**src/rtl/bin_to_bcd_seq_if.sv**
```systemverilog
// Start/result handshake between a display controller and the BCD converter.
// The master drives start/bin_in; the slave returns busy/done and the held result.
interface bin_to_bcd_seq_if #(
  parameter int BIN_W  = 20,
  parameter int DIGITS = 6
);
  logic                  start;
  logic [BIN_W-1:0]      bin_in;
  logic                  busy;
  logic                  done;
  logic [4*DIGITS-1:0]   bcd_out;
  logic [DIGITS-1:0]     blank;
  logic                  overflow;

  modport master (
    output start, bin_in,
    input  busy, done, bcd_out, blank, overflow
  );

  modport slave (
    input  start, bin_in,
    output busy, done, bcd_out, blank, overflow
  );
endinterface

```
**src/rtl/bin_to_bcd_seq.sv**
```systemverilog
// Sequential double-dabble converter, one input bit per clock, feeding the
// HEX digit decoders with registered digits, a leading-zero blank mask and overflow.
//
// state | meaning
// IDLE  | waiting for start; last result held on the outputs
// SHIFT | one add-3/shift iteration per clock, r_cnt counts down to 1
module bin_to_bcd_seq #(
  parameter int BIN_W  = 20,
  parameter int DIGITS = 6
) (
  input  logic              clk,
  input  logic              rst,
  bin_to_bcd_seq_if.slave   bus
);
  localparam int BCD_W = 4 * DIGITS;
  localparam int CNT_W = $clog2(BIN_W + 1);

  typedef enum logic {IDLE, SHIFT} state_t;

  state_t             r_state;
  logic [BIN_W-1:0]   r_shift;
  logic [BCD_W-1:0]   r_scratch;
  logic               r_ovf_sticky;
  logic [CNT_W-1:0]   r_cnt;
  logic               r_busy;
  logic               r_done;
  logic [BCD_W-1:0]   r_bcd;
  logic [DIGITS-1:0]  r_blank;
  logic               r_overflow;

  logic [BCD_W-1:0]   w_adj;
  logic [BCD_W-1:0]   w_next_scratch;
  logic [BIN_W-1:0]   w_next_shift;
  logic               w_ovf_next;

  // Leading-zero mask: a digit blanks only while it and every higher digit are zero.
  function automatic logic [DIGITS-1:0] f_blank(input logic [BCD_W-1:0] d);
    logic run;
    f_blank = '0;
    run     = 1'b1;
    for (int i = DIGITS - 1; i >= 1; i--) begin
      run        = run & (d[4*i +: 4] == 4'd0);
      f_blank[i] = run;
    end
  endfunction

  always_comb begin
    w_adj = r_scratch;
    for (int i = 0; i < DIGITS; i++) begin
      if (r_scratch[4*i +: 4] >= 4'd5) begin
        w_adj[4*i +: 4] = r_scratch[4*i +: 4] + 4'd3;
      end
    end
  end

  // A bit leaving the top digit means the value no longer fits in DIGITS digits.
  assign w_next_scratch = {w_adj[BCD_W-2:0], r_shift[BIN_W-1]};
  assign w_next_shift   = {r_shift[BIN_W-2:0], 1'b0};
  assign w_ovf_next     = r_ovf_sticky | w_adj[BCD_W-1];

  always_ff @(posedge clk) begin
    if (rst) begin
      r_state      <= IDLE;
      r_shift      <= '0;
      r_scratch    <= '0;
      r_ovf_sticky <= 1'b0;
      r_cnt        <= '0;
      r_busy       <= 1'b0;
      r_done       <= 1'b0;
      r_bcd        <= '0;
      r_blank      <= f_blank('0);
      r_overflow   <= 1'b0;
    end else begin
      r_done <= 1'b0;
      case (r_state)
        IDLE: begin
          if (bus.start) begin
            r_shift      <= bus.bin_in;
            r_scratch    <= '0;
            r_ovf_sticky <= 1'b0;
            r_cnt        <= CNT_W'(BIN_W);
            r_busy       <= 1'b1;
            r_state      <= SHIFT;
          end
        end
        SHIFT: begin
          r_shift      <= w_next_shift;
          r_scratch    <= w_next_scratch;
          r_ovf_sticky <= w_ovf_next;
          r_cnt        <= r_cnt - CNT_W'(1);
          if (r_cnt == CNT_W'(1)) begin
            r_busy     <= 1'b0;
            r_done     <= 1'b1;
            r_overflow <= w_ovf_next;
            r_state    <= IDLE;
            if (w_ovf_next) begin
              r_bcd   <= {DIGITS{4'hE}};
              r_blank <= '0;
            end else begin
              r_bcd   <= w_next_scratch;
              r_blank <= f_blank(w_next_scratch);
            end
          end
        end
        default: r_state <= IDLE;
      endcase
    end
  end

  assign bus.busy     = r_busy;
  assign bus.done     = r_done;
  assign bus.bcd_out  = r_bcd;
  assign bus.blank    = r_blank;
  assign bus.overflow = r_overflow;
endmodule

```
**src/flat_wrapper.sv**
```systemverilog
// flat-port wrapper written by rule: the top's interface ports become plain ports
module bin_to_bcd_seq_flat 
#(
  parameter int BIN_W  = 20,
  parameter int DIGITS = 6
)
  (clk, rst, bus_start, bus_bin_in, bus_busy, bus_done, bus_bcd_out, bus_blank, bus_overflow);
  bin_to_bcd_seq_if #(.BIN_W(BIN_W), .DIGITS(DIGITS)) bus_i ();
  input  logic clk;
  input  logic rst;
  input wire logic [$bits(bus_i.start)-1:0] bus_start;
  input wire logic [$bits(bus_i.bin_in)-1:0] bus_bin_in;
  output wire logic [$bits(bus_i.busy)-1:0] bus_busy;
  output wire logic [$bits(bus_i.done)-1:0] bus_done;
  output wire logic [$bits(bus_i.bcd_out)-1:0] bus_bcd_out;
  output wire logic [$bits(bus_i.blank)-1:0] bus_blank;
  output wire logic [$bits(bus_i.overflow)-1:0] bus_overflow;
  assign bus_i.start = bus_start;
  assign bus_i.bin_in = bus_bin_in;
  assign bus_busy = bus_i.busy;
  assign bus_done = bus_i.done;
  assign bus_bcd_out = bus_i.bcd_out;
  assign bus_blank = bus_i.blank;
  assign bus_overflow = bus_i.overflow;
  bin_to_bcd_seq #(.BIN_W(BIN_W), .DIGITS(DIGITS)) u_core (.clk(clk), .rst(rst), .bus(bus_i));
endmodule
```
**config.mk**
```make
export PLATFORM = sky130hd
export DESIGN_NAME = bin_to_bcd_seq_flat
export DESIGN_NICKNAME = d
export VERILOG_FILES = /design/src/rtl/bin_to_bcd_seq_if.sv /design/src/rtl/bin_to_bcd_seq.sv /design/src/flat_wrapper.sv
export SDC_FILE = /design/constraint.sdc
export NUM_CORES = 1
export LEC_CHECK = 0
export CORE_MARGIN = 1
export CORE_UTILIZATION = 50
export DETAILED_ROUTE_END_ITERATION = 8
export HOLD_SLACK_MARGIN = 0.05
export PLACE_DENSITY = 0.82
export SETUP_SLACK_MARGIN = 0.15
export SYNTH_ARGS = -nofsm -noshare
export SYNTH_HDL_FRONTEND = slang
export SYNTH_SLANG_ARGS = --single-unit
export TNS_END_PERCENT = 100
```
**constraint.sdc**
```tcl
create_clock -name clk -period 5.1 [get_ports clk]
set_clock_uncertainty 0.05 [all_clocks]
set_input_delay 0.51 -clock clk [delete_from_list [all_inputs] [get_ports clk]]
set_output_delay 0.51 -clock clk [all_outputs]
set_load 0.01 [all_outputs]
```
# Word-level counts from Yosys, hierarchy flattened

Index checks and enable logic that the tools add are counted.

Memories: 0
Register bits after elaboration: 84
Logic and storage cells: 63
Output and inout port bits: 33
Bits in latches: 0
Memory bits (read-only): 0
RAM bits: 0
Input bits: 23

Muxes and demuxes: 23
$mul: 0
Add/subtract/negate cells: 7
Shift operators: 0
Equal/unequal tests: 3
Reductions and logical operators: 8
Bitwise logic cells: 6
Magnitude comparators: 6
Div/mod/pow operators: 0

Operators with widths:

| kind                | number |
|---|---|
| $mux 24             | 2 |
| $pmux 24 s2         | 1 |
| $pmux 20 s2         | 1 |
| $add 4x2->4 const B | 6 |
| $ge 4x3->1 const B  | 6 |
| $mux 4              | 6 |
| $logic_not 4->1     | 5 |
| $mux 20             | 1 |
| $pmux 5 s2          | 1 |
| $mux 1              | 6 |
| $mux 6              | 1 |
| $pmux 1 s2          | 3 |
| $eq 5x1->1 const B  | 1 |
| $mux 5              | 1 |
| $sub 5x1->5 const B | 1 |
| $and 1x1->1         | 4 |
| $ne 2x2->1 const B  | 2 |
| $reduce_and 2->1    | 2 |
| $reduce_or 2->1     | 1 |
| $not 1->1           | 1 |
| $or 1x1->1          | 1 |

# Depth between registers and ports, before layout

Word-level depth: 8
Mapped depth: 8
Gate-level depth less buffers: 7

# Worst setup path before layout

Ideal clock, no wire load.

Kind: flip-flop to flip-flop
Start: register u_core.r_scratch[20]
End: register u_core.r_blank[1], in the netlist u_core.bus.blank[1]
Period minus slack after synthesis: 1.858 ns
Required time: 4.963 ns
Buffers on the path: 0
Arrival time: 1.721 ns
Cell stages (with the launch flop): 8
Path slack: 3.242 ns
Library setup time: 0.087 ns
Cell sequence: dfxtp_1 inv_1 ha_1 and2b_4 a2bb2oi_1 a221oi_2 nand4_2 o31ai_1

Longest elaborated chain between the ends: 8
Elaborated cells between the ends (all ways): 10
Classes of those cells: 1 x add/sub; 1 x order compare; 2 x mux; 5 x bitwise; 1 x reduce/logical

Ends and longest elaborated chain:

| item                                      | line                                       | text |
|---|---|---|
| start: declaration                        | bin_to_bcd_seq.sv:22                       | `logic [BCD_W-1:0] r_scratch;` |
| start signal: assignment                  | bin_to_bcd_seq.sv:88                       | `r_scratch <= w_next_scratch;` |
| $add 4x2->4 or $ge 4x3->1 (tied branches) | bin_to_bcd_seq.sv:51, bin_to_bcd_seq.sv:50 |  |
| $mux 4 *                                  | bin_to_bcd_seq.sv:50                       | `if (r_scratch[4*i +: 4] >= 4'd5) begin` |
| $logic_not 4->1                           | bin_to_bcd_seq.sv:42                       | `run = run & (d[4*i +: 4] == 4'd0);` |
| $and 1x1->1 (4 in series)                 | bin_to_bcd_seq.sv:42                       |  |
| $mux 6 *                                  | bin_to_bcd_seq.sv:96                       | `if (w_ovf_next) begin` |
| end signal: assignment                    | bin_to_bcd_seq.sv:71                       | `r_blank <= f_blank('0);` |
| end signal: assignment                    | bin_to_bcd_seq.sv:101                      | `r_blank <= f_blank(w_next_scratch);` |
| end: declaration                          | bin_to_bcd_seq.sv:28                       | `logic [DIGITS-1:0] r_blank;` |

Every way passes the cells marked *; elsewhere a longest branch is shown, timed or not.
A chain may end at the register's enable or synchronous reset.

# Final worst setup path

Start: register u_core.r_cnt[0]
End: register u_core.r_bcd[14], in the netlist u_core.bus.bcd_out[14]

Longest elaborated chain between the ends: 2

Ends and longest elaborated chain:

| item                              | line                  | text |
|---|---|---|
| start: declaration                | bin_to_bcd_seq.sv:24  | `logic [CNT_W-1:0] r_cnt;` |
| start signal: assignment          | bin_to_bcd_seq.sv:81  | `r_cnt <= CNT_W'(BIN_W);` |
| start signal: assignment          | bin_to_bcd_seq.sv:90  | `r_cnt <= r_cnt - CNT_W'(1);` |
| $eq 5x1->1                        | bin_to_bcd_seq.sv:91  | `if (r_cnt == CNT_W'(1)) begin` |
| $reduce_and 2->1 (no source line) | --                    |  |
| end signal: assignment            | bin_to_bcd_seq.sv:97  | `r_bcd <= {DIGITS{4'hE}};` |
| end signal: assignment            | bin_to_bcd_seq.sv:100 | `r_bcd <= w_next_scratch;` |
| end: declaration                  | bin_to_bcd_seq.sv:27  | `logic [BCD_W-1:0] r_bcd;` |

No other way between the ends.

==> flow_summary.ini <==
[outcome]
outcome = finished clean

[detailed_routing]
vias_per_cell = 5.43
ant_nets = 0
drc = 0
vias = 3239
dr.pass1.iters = 4
wl_per_cell_um = 13.6
wl_um = 8100
drt_iter0_markers = 168

[grt]
antenna_found_initial = 0
track_usage_pct = 22.5
grt_use_met3_pct = 5.91
gr-total-overflow = 0
grtUsageMet1_pct = 26.5
grt_pass1_vias = 3078
grt-busiest-layer = met2
grt_pass1_wl_um = 13800
grtUsageMet2_pct = 39.1
grt_max_degree = 59

[clock_network]
clkSinkCount = 83
numCtsBuffers = 9
clock_latency_ns = 0.35
root_buffer = clkbuf_8
post_cts_buffers = 0
ctsResizeCount = 0
htreeDepth = 3
tritoncts = done
cts_max_path_buffers = 2
hold_buffers = 0
clkTransAtPathRegs_ns = 0.07

[timing]
tightestPinTransition_ns = 1.10
fin_setup_tns_ns = 0
setup_ws_ns = 2.56
rsz0062_at_grt = no
slew_headroom_pct = 26.7
finalHoldViolations = 0
setup_violations = 0
timing.fmax_mhz = 394
final_max_slew_viol_count = 0
fin_crit_sh_pct = 49.8
fin_crit_ns = 2.54

[die]
chipWidth_um = 89.4
initial_utilization_pct = 52.0
rows = 31
dieArea_mm2 = 0.00798
die_h_um = 89.4
ioPinCount = 56
core_mm2 = 0.00733

[power_and_ir_drop]
power.density_mw_per_mm2 = 285
p_leak_nw = 1.72
total_power_mw = 1.31
irDropWorstVdd_mv = 0.159

[finish]
final_cell_area_mm2 = 0.00460
antenna_cells = 0
final_common_cell = dfxtp_1
layout_common_cells = 83 x dfxtp_1, 70 x nor2_1, 53 x clkdlybuf4s50_1, 49 x nand2_1, 43 x a21oi_1
fillCellCount = 632
multi_input_area_mm2 = 0.00197
register_area_mm2 = 0.00166
drive_gt1_share_pct = 6.43
area_growth_syn_to_layout_pct = 20.7
final_nets = 532

[setup_path]
ff2ff_path_depth = 5
cp-end-kind = register
slowest_stage = nor3_2
path_max_fanout = 13
reg2reg_slack_ns = 2.56
worstPathRequired_ns = 5.24
critical_path_arrival_ns = 2.68
critPathKind = reg2reg
slowest_delay_ns = 0.83
r2r-end = u_core.bus.bcd_out[14]$_SDFFE_PP0P_
reg2reg_from = u_core.r_cnt[0]$_SDFFE_PP0P_
critPathLaunchType = register
path_cells = ha_1 > nand4b_1 > nor3_2 > buf_4 > a211oi_1

[run]
cap_violations = 0

[hold_path]
hp-start = u_core.bus.bcd_out[20]$_SDFFE_PP0P_
hold_class = reg2reg
holdPathEnd = u_core.bus.bcd_out[20]$_SDFFE_PP0P_
holdPathStages = 2

[synthesis]
synth_edf_count = 0
ys_warn_count = 0
syn_inst = 452
ys_ff_latch = 83
syn-cell-area_mm2 = 0.00381
ys_async_sr_fraction_pct = 0
netlist-cell-type-count = 44
ys_seq_area_share_pct = 43.6
syn-num-nets = 489
synth_flop_cell = dfxtp_1
syn_avg_cell_area_um2 = 8.44

[placed_design]
preCtsSetupSlack_ns = 2.40
hpwl_um = 5680
placed_area_mm2 = 0.00439
io_buffers = 54
routabilityCongestion = 0.853
## worst max path at each step
stage,startpoint,end,cells after the start
2_1_floorplan,u_core.r_scratch[20]$_SDFFE_PP0P_,u_core.bus.blank[1]$_SDFFE_PP1P_,7
3_3_place_gp,rst,u_core.r_scratch[23]$_SDFFE_PP0P_,6
3_5_place_dp,rst,u_core.r_scratch[23]$_SDFFE_PP0P_,6
4_1_cts,u_core.r_cnt[0]$_SDFFE_PP0P_,u_core.bus.bcd_out[10]$_SDFFE_PP0P_,5
5_1_grt,u_core.r_cnt[0]$_SDFFE_PP0P_,u_core.bus.bcd_out[14]$_SDFFE_PP0P_,5
6_report,u_core.r_cnt[0]$_SDFFE_PP0P_,u_core.bus.bcd_out[14]$_SDFFE_PP0P_,5
## metal layers
layer | part of all wire, % | vias to the layer above
met4 | 1.5 | 0
met5 | 0 | -
met1 | 45 | 1504
met2 | 49 | 84
li1 | - | 1637
met3 | 4.5 | 14
## cell usage after synthesis, types with 2 or more instances
| library cell | n | share of area [%] |
|---|---|---|
| a311oi_1 | 3 | 0.69 |
| nor2b_1 | 2 | 0.33 |
| a211oi_1 | 18 | 3.5 |
| mux2_2 | 5 | 1.5 |
| xnor2_1 | 6 | 1.4 |
| a22oi_1 | 2 | 0.39 |
| nand3_1 | 3 | 0.39 |
| nand2_1 | 49 | 4.8 |
| and4b_1 | 2 | 0.52 |
| buf_1 | 2 | 0.20 |
| dfxtp_1 | 83 | 44 |
| clkbuf_1 | 13 | 1.3 |
| or3_1 | 2 | 0.33 |
| o21ai_0 | 32 | 4.2 |
| inv_1 | 18 | 1.8 |
| mux2i_1 | 25 | 6.6 |
| a21o_1 | 2 | 0.39 |
| nor2_1 | 70 | 6.9 |
| and2_1 | 2 | 0.33 |
| nand2b_1 | 7 | 1.1 |
| buf_2 | 9 | 1.2 |
| nand4b_1 | 2 | 0.46 |
| and3_1 | 2 | 0.33 |
| nor3_1 | 6 | 0.79 |
| nand3b_1 | 5 | 0.98 |
| o31ai_1 | 2 | 0.39 |
| ha_1 | 14 | 4.6 |
| nor3b_1 | 8 | 1.6 |
| a21oi_1 | 43 | 5.6 |
## logic make-up (layout without fill, tap and decap cells)
logic type                 after synthesis  after routing  synth area share, %
muxes                                   30             30                 8.04
adders and majority gates               14             14                 4.59
xor gates and xnor gates                 6              6                 1.38
and+or+nand+nor                        166            166                 20.6
other                                    1              1               0.0983
buffers and inverters                   44             90                 4.92
DFF                                     83             83                 43.6
AOI/OAI and AO/OA                      108            108                 16.9
## worst max-delay path, delay by kind of cell, from the launching register on
| family | cells | cell delay, ns |
|---|---|---|
| compound gates | 1 | 0.09 |
| fa+ha+maj | 1 | 0.19 |
| simple gates | 2 | 1.33 |
| flops | 1 | 0.41 |
| buf+inv | 1 | 0.31 |
## sequential cells by signal (all words and copies together) (netlist names)
register	cells
u_core.bus.busy	1
u_core.r_shift	20
u_core.bus.bcd_out	24
u_core.r_ovf_sticky	1
u_core.bus.overflow	1
u_core.r_scratch	24
u_core.r_state	1
u_core.bus.done	1
u_core.r_cnt	5
u_core.bus.blank	5
## metrics by stage
stage	std cells	hold slack, ns	util [%]
3_3_place_gp	583	0.389	59.9
4_1_cts	597	0.413	62.8
5_1_grt	597	0.439	62.8
2_1_floorplan	452	0.391	-
6_report	597	0.413	62.8
3_5_place_dp	583	0.404	59.9
## final cells by class
| class | count | share of cell area (%) |
|---|---|---|
| multi-input combinational | 325 | 42.8 |
| inverter | 18 | 1.47 |
| timing repair buffer | 58 | 12.3 |
| tap | 99 | 2.69 |
| sequential | 83 | 36.1 |
| clock inverter | 2 | 1.30 |
| clock buffer | 12 | 3.37 |
## report_power, final
group / leakage [nW] / switching [mW] / total (mW) / internal (mW)
clock: 0.109 / 0.219 / 0.517 / 0.297
combinational: 0.939 / 0.0602 / 0.114 / 0.0537
sequential: 0.674 / 0.0123 / 0.680 / 0.668
total: 1.72 / 0.292 / 1.31 / 1.02
(Power assumes the default switching activity.)
